File: config.mk
export PLATFORM = sky130hd
export DESIGN_NAME = fetch_queue
export DESIGN_NICKNAME = d
export VERILOG_FILES = /design/src/rtl/fetch_queue.sv
export SDC_FILE = /design/constraint.sdc
export NUM_CORES = 1
export LEC_CHECK = 0
export BUFFER_PORTS_ARGS = -buffer_cell sky130_fd_sc_hd__buf_2
export CORE_MARGIN = 8
export CORE_UTILIZATION = 35
export CTS_CLUSTER_SIZE = 16
export DETAILED_ROUTE_END_ITERATION = 7
export PLACE_DENSITY = 0.56
export SLEW_MARGIN = 0
export SYNTH_ARGS = -nofsm -noshare
export SYNTH_HDL_FRONTEND = slang
export SYNTH_SLANG_ARGS = --single-unit
File: constraint.sdc
create_clock -name clk -period 2.7 [get_ports clk]
set_input_delay 0.27 -clock clk [delete_from_list [all_inputs] [get_ports clk]]
set_output_delay 0.27 -clock clk [all_outputs]
set_load 0.01 [all_outputs]
File: src/rtl/fetch_queue.sv
// fetch_queue: instruction fetch stage.
// Owns the 8-bit program counter, reads the combinational program ROM once
// per cycle and buffers each {pc, byte} pair in a small FIFO that decode
// drains through a valid/ready handshake. A redirect flushes the FIFO and
// reloads the PC; halt stops fetching while the queue keeps draining.
module fetch_queue #(
    parameter int         DEPTH    = 4,
    parameter logic [7:0] RESET_PC = 8'h00
) (
    input  logic       clk,
    input  logic       reset,
    output logic [7:0] rom_addr,
    input  logic [7:0] rom_data,
    output logic [7:0] instr,
    output logic [7:0] instr_pc,
    output logic       instr_valid,
    input  logic       instr_ready,
    input  logic       redirect,
    input  logic [7:0] redirect_pc,
    input  logic       halt
);

    // Pointer width is log2(DEPTH) so pointers wrap modulo DEPTH for free;
    // the count needs one extra value to represent a full queue.
    localparam int PW = (DEPTH > 1) ? $clog2(DEPTH) : 1;
    localparam int CW = $clog2(DEPTH + 1);
    localparam logic [CW-1:0] FULL_COUNT = CW'(DEPTH);

    logic [7:0]    pc_q;
    logic [7:0]    pc_d;
    logic [PW-1:0] wr_ptr_q;
    logic [PW-1:0] wr_ptr_d;
    logic [PW-1:0] rd_ptr_q;
    logic [PW-1:0] rd_ptr_d;
    logic [CW-1:0] count_q;
    logic [CW-1:0] count_d;
    logic [15:0]   mem_q [DEPTH];

    logic          full;
    logic          pop;
    logic          fetch;
    logic [15:0]   head;

    // Handshake and fetch decision; a pop frees a slot in the same cycle,
    // which is what keeps a full queue streaming at one byte per cycle.
    always_comb begin
        full        = (count_q == FULL_COUNT);
        instr_valid = (count_q != '0);
        pop         = instr_valid & instr_ready;
        fetch       = ~halt & ~redirect & (~full | pop);
    end

    // Program counter: redirect wins over halt; otherwise advance on fetch.
    always_comb begin
        pc_d = pc_q;
        if (redirect) begin
            pc_d = redirect_pc;
        end else if (fetch) begin
            pc_d = pc_q + 8'd1;
        end
    end

    // Queue pointers: a redirect flushes everything, including a same-cycle pop.
    always_comb begin
        wr_ptr_d = wr_ptr_q;
        rd_ptr_d = rd_ptr_q;
        if (redirect) begin
            wr_ptr_d = '0;
            rd_ptr_d = '0;
        end else begin
            if (fetch) begin
                wr_ptr_d = wr_ptr_q + PW'(1);
            end
            if (pop) begin
                rd_ptr_d = rd_ptr_q + PW'(1);
            end
        end
    end

    // Occupancy: pop and fetch together leave the count unchanged.
    always_comb begin
        count_d = count_q;
        if (redirect) begin
            count_d = '0;
        end else if (fetch && !pop) begin
            count_d = count_q + CW'(1);
        end else if (pop && !fetch) begin
            count_d = count_q - CW'(1);
        end
    end

    // State registers; reset discards all queued entries immediately.
    always_ff @(posedge clk or posedge reset) begin
        if (reset) begin
            pc_q     <= RESET_PC;
            wr_ptr_q <= '0;
            rd_ptr_q <= '0;
            count_q  <= '0;
        end else begin
            pc_q     <= pc_d;
            wr_ptr_q <= wr_ptr_d;
            rd_ptr_q <= rd_ptr_d;
            count_q  <= count_d;
        end
    end

    // FIFO storage: each fetch captures the PC together with the ROM byte.
    always_ff @(posedge clk or posedge reset) begin
        if (reset) begin
            for (int i = 0; i < DEPTH; i++) begin
                mem_q[i] <= '0;
            end
        end else if (fetch) begin
            mem_q[wr_ptr_q] <= {pc_q, rom_data};
        end
    end

    // Head presentation; an empty queue drives zeros rather than stale data.
    always_comb begin
        head     = mem_q[rd_ptr_q];
        rom_addr = pc_q;
        instr    = instr_valid ? head[7:0]  : 8'h00;
        instr_pc = instr_valid ? head[15:8] : 8'h00;
    end

endmodule

==> flow_metrics.tcl, run 1 <==
set metrics [dict create \
    status "finished, violations left" \
    violations "negative hold slack" \
    grt-ovfl-total 0 \
    timing.hold.ws_ps -3.35 \
    cts-root-buf "clkbuf_16" \
    start_kind "flip-flop" \
    setup_tns_ps 0 \
    clockBufferDepth 2 \
    grt_pass1_vias 2694 \
    ys_ff_latch 79 \
    required_ps 2430 \
    synthDistinctLibCells 41 \
    fillers 1123 \
    synthesis.nets 318 \
    gp_congestion 0.727 \
    antenna_left 0 \
    drtIter0Drc 161 \
    drive_above_1_share 0.462 \
    fp.dieW_um 125 \
    avgSynthCellArea_um2 14.3 \
    drv_slew 0 \
    antenna_found_initial 0 \
    yosys_warnings 0 \
    routed_via_density 5.10 \
    multi_input_area_um2 1980 \
    clk_pin_slew_ps 60 \
    rsz0062_at_grt "no" \
    dieArea_um2 15600 \
    hold_viol_final 2 \
    post-synth-top-area-cell "dfrtp_1" \
    cts_sinks 79 \
    hpwl_um 5830 \
    seq_area_um2 1980 \
    cts_tree "built" \
    htree_levels 3 \
    final_area_um2 4840 \
    synth.area.top_cells "dfrtp_1 (48%), mux2_4 (14%), mux4_2 (8.7%)" \
    io-pin-count 46 \
    relSlewSlack 0.606 \
    fin_crit_sh 0.855 \
    syn-cell-area_um2 4160 \
    hp-class "input pin to async pin" \
    endpoint_kind "output pin" \
    synth_top_area_share 0.475 \
    crit_type "flip-flop to output pin" \
    worstPathMaxFanout 11 \
    total_leakage_power_nw 2.24 \
    wire_per_inst_um 17.8 \
    insertion_delay_ps 330 \
    drv_cap 0 \
    n_antenna_cell 0 \
    die_h_um 125 \
    dpl_cell_area_um2 4480 \
    syn-instance-count 291 \
    grt_max_degree 55 \
    core_area_um2 11800 \
    drt-total-wl_um 8650 \
    arrival_ps 2040 \
    skew_ps 7.40 \
    final_common_cell "dfrtp_1" \
    powerDensity_nw_per_um2 1040 \
    ys_seq_area_frac 0.475 \
    final_cell_mix "dfrtp_1 (79), buf_2 (45), mux2_4 (40)" \
    post_cts_resized 0 \
    period_needed_ps 2310 \
    io_buffer_count 45 \
    cts_buffers 9 \
    max_freq_mhz 433 \
    grt_pass1_wl_um 14700 \
    cts_hold_buffers 0 \
    ff2ff_path_depth 7 \
    setup-violations-final 0 \
    start_util 0.352 \
    first_pass_iters 4 \
    num_vias 2474 \
    ir_drop_mv 0.503 \
    drc_errors 0 \
    worst_pin_slew_ps 591 \
    post-cts-setup-buffers 0 \
    fp-row-count 40 \
    grt_usage 0.117 \
    area.growth.synth_to_final_pct 16.4 \
    nNetsFinal 360 \
]
where the power goes:
part,internal [W],switching [W],leakage (nW),total [W]
combinational,0.00101,0.000648,1.07,0.00166
clock,0.00100,0.000472,0.174,0.00147
sequential,0.00161,0.000314,0.997,0.00192
per-stage QoR:
| stage | setup WS [ps] | util | cells | total power, W |
|---|---|---|---|---|
| 6_report | 391 | 0.410 | 485 | 0.00505 |
| 5_1_grt | 273 | 0.410 | 485 | 0.00537 |
| 4_1_cts | 332 | 0.410 | 485 | 0.00515 |
| 3_5_place_dp | 567 | 0.379 | 469 | 0.00364 |
| 3_3_place_gp | 615 | 0.379 | 469 | 0.00359 |
| 2_1_floorplan | 407 | - | 291 | 0.00315 |
per-layer routing:
metal,GRT usage,wire (um),up-vias
li1,-,-,1151
met1,0.154,4100,1255
met4,0.0236,65,0
met5,0,0,-
met2,0.182,4030,61
met3,0.0416,458,7
final timing paths:
path	startpoint	to	slack, ps
worst max-delay path	rd_ptr_q[0]	instr_pc[7]	390
worst min-delay path	reset	mem_q[0]	-3
worst max register to register	count_q[1]	count_q[2]	610
worst min register to register	mem_q[10]	mem_q[10]	500
max in group asynchronous	reset	mem_q[25]	2010
min in group clk	redirect_pc[6]	rom_addr[6]	170
flip-flops by register name, summed over array words and instances, names as in the netlist:
register  cells
rd_ptr_q      2
mem_q        64
wr_ptr_q      2
count_q       3
rom_addr      8
critical path, stage by stage, from the launching register on:
cell and delay, ps:
dfrtp_1 680, buf_12 230, mux4_2 490, nor2b_1 150, buf_2 150
cell type report:
cell class	count	area share
well taps	147	0.0380
multi-input cells	181	0.410
inverters	11	0.00853
repair buffers	51	0.0610
clock inverters	5	0.0266
clock buffers	11	0.0481
flip-flops and latches	79	0.408
Yosys cell counts, drive strengths merged:
library cell  instances
or3b                  1
o211ai                6
o2111ai               1
clkbuf                7
a21oi                 5
o31ai                 1
xor2                  2
a21o                  1
o311ai                8
or4                   1
a211oi                1
mux2                 64
or3                   4
xnor2                 1
mux4                 16
or4b                  1
nand3b                1
dfrtp                79
nand4                 1
ha                    5
nor2b                19
inv                  11
nor3                  1
o221a                 1
o21ai                 5
nand2                11
fa                    1
nor2                  4
a32oi                 1
o41ai                 3
buf                  13
nand3                11
nand2b                3
nor4b                 1
cell families after synthesis:
group	after synthesis	synth area share
flip-flops	79	0.475
multiplexers	80	0.296
buffers and inverters	31	0.0490
XOR/XNOR	3	0.00632
adder cells (fa/ha/maj)	6	0.0199
AO/OA/AOI/OAI	33	0.0584
AND/OR/NAND/NOR	59	0.0951
No activity file was read; power rests on OpenSTA's default activity.
==> run 2, diff against run 1 <==
- CTS_BUF_LIST: unset -> sky130_fd_sc_hd__clkbuf_4 sky130_fd_sc_hd__clkbuf_8
- clock period: 2.7 -> 2.8 ns (I/O delays scaled with it)
==> flow_metrics.tcl, run 2 (synthesis gave the netlist of run 1 again) <==
set metrics [dict create \
    status "finished, final reports clean" \
    grt_max_degree 80 \
    hp-class "input pin to async pin" \
    arrival_ps 1930 \
    skew_ps 12.9 \
    antenna_found_initial 0 \
    ir_drop_mv 0.384 \
    htree_levels 3 \
    core_area_um2 11800 \
    wire_per_inst_um 18.0 \
    worstPathMaxFanout 9 \
    area.growth.synth_to_final_pct 13.0 \
    worstPathCellList "buf_4 -> mux4_2 -> nor2b_1 -> buf_2" \
    start_util 0.352 \
    total_leakage_power_nw 2.18 \
    swShare 0.302 \
    largest_reg_flops 64 \
    rsz0062_at_grt "no" \
    hpwl_um 5680 \
    power.internal_w 0.00308 \
    wl_met2_um 3930 \
    grt-ovfl-total 0 \
    cts_sinks 79 \
    wl_met3_um 445 \
    clockBufferDepth 2 \
    gp_congestion 0.748 \
    grt_pass1_wl_um 14500 \
    cts_hold_buffers 0 \
    power.switching_w 0.00133 \
    io_buffer_count 45 \
    clk_pin_slew_ps 80 \
    endpoint_kind "output pin" \
    period_needed_ps 2210 \
    grt_usage 0.117 \
    n_antenna_cell 0 \
    drt-total-wl_um 8690 \
    timing.hold.ws_ps 18.6 \
    post-cts-setup-buffers 0 \
    critPathBufInv 2 \
    insertion_delay_ps 350 \
    crit_type "flip-flop to output pin" \
    cp_top_family "flip-flops" \
    fin_crit_sh 0.791 \
    total_power_w 0.00441 \
    grt_pass1_vias 2720 \
    fp.dieW_um 125 \
    num_vias 2468 \
    dp_slack_ps 641 \
    start_kind "flip-flop" \
    final_cell_mix "dfrtp_1 (79), buf_2 (45), mux2_4 (40)" \
    dieArea_um2 15600 \
    highest-signal-layer "met4" \
    worst_pin_slew_ps 743 \
    io-pin-count 46 \
    relSlewSlack 0.502 \
    cts_buffers 9 \
    required_ps 2520 \
    drv_slew 0 \
    crit_slowest_cell "dfrtp_1" \
    hold_viol_final 0 \
    cpPeakStageDelay_ps 660 \
    setup_tns_ps 0 \
    antenna_left 0 \
    fp-row-count 40 \
    first_pass_iters 4 \
    pwr-share-clk 0.211 \
    layout_setup_ws_ps 586 \
    regMostFlops "mem_q" \
    powerDensity_nw_per_um2 939 \
    power.share.sequential 0.417 \
    cts_tree "built" \
    cts-root-buf "clkbuf_8" \
    setup-violations-final 0 \
    routed_via_density 5.11 \
    drc_errors 0 \
    post-route-util 0.398 \
    p_comb_frac 0.372 \
    drive_above_1_share 0.464 \
    nNetsFinal 359 \
    die_h_um 125 \
    post_cts_resized 0 \
    final_common_cell "dfrtp_1" \
    drtIter0Drc 129 \
    drv_cap 0 \
    met1_length_um 4200 \
    max_freq_mhz 452 \
]
run 2: tightest hold or removal path, cell delays in order:
cell	delay [ps]
buf_2	100
inv_2	60
buf_12	360
run 2: per-layer routing:
layer / up-vias / GRT usage
met2: 57 / 0.175
met5: - / 0
li1: 1145 / -
met4: 0 / 0.0387
met1: 1256 / 0.157
met3: 10 / 0.0382
run 2: worst paths after layout:
| kind | end | slack, ps | depth (start not counted) | startpoint |
|---|---|---|---|---|
| min in group clk | rom_addr[0] | 140 | 3 | redirect_pc[0] |
| max reg2reg | count_q[2] | 700 | 7 | count_q[1] |
| max in group asynchronous | mem_q[60] | 2440 | 3 | reset |
| max | instr_pc[7] | 590 | 4 | rd_ptr_q[1] |
| min | mem_q[32] | 20 | 3 | reset |
| min reg2reg | mem_q[13] | 500 | 1 | mem_q[13] |
run 2: through the flow:
step	instances	cell area (um^2)
6_report	483	4700
5_1_grt	483	4700
4_1_cts	483	4700
3_5_place_dp	468	4490
3_3_place_gp	468	4490
2_1_floorplan	291	4160
run 2: power by group through the flow:
stage                     registers [W]  clock network, W  logic, W
after floorplan                 0.00172                 0   0.00131
after global placement          0.00184                 0   0.00165
after detailed placement        0.00187                 0   0.00168
after CTS                       0.00184          0.000965   0.00168
after global routing            0.00190           0.00101   0.00180
final                           0.00184          0.000932   0.00164
run 2: final cells by class:
class                   count  area (um^2)
multi-input cells         181         1980
clock inverters             4         70.1
clock buffers              11          145
inverters                  11         41.3
flip-flops and latches     79         1980
well taps                 147          184
repair buffers             50          300
fillers                  1151         7110
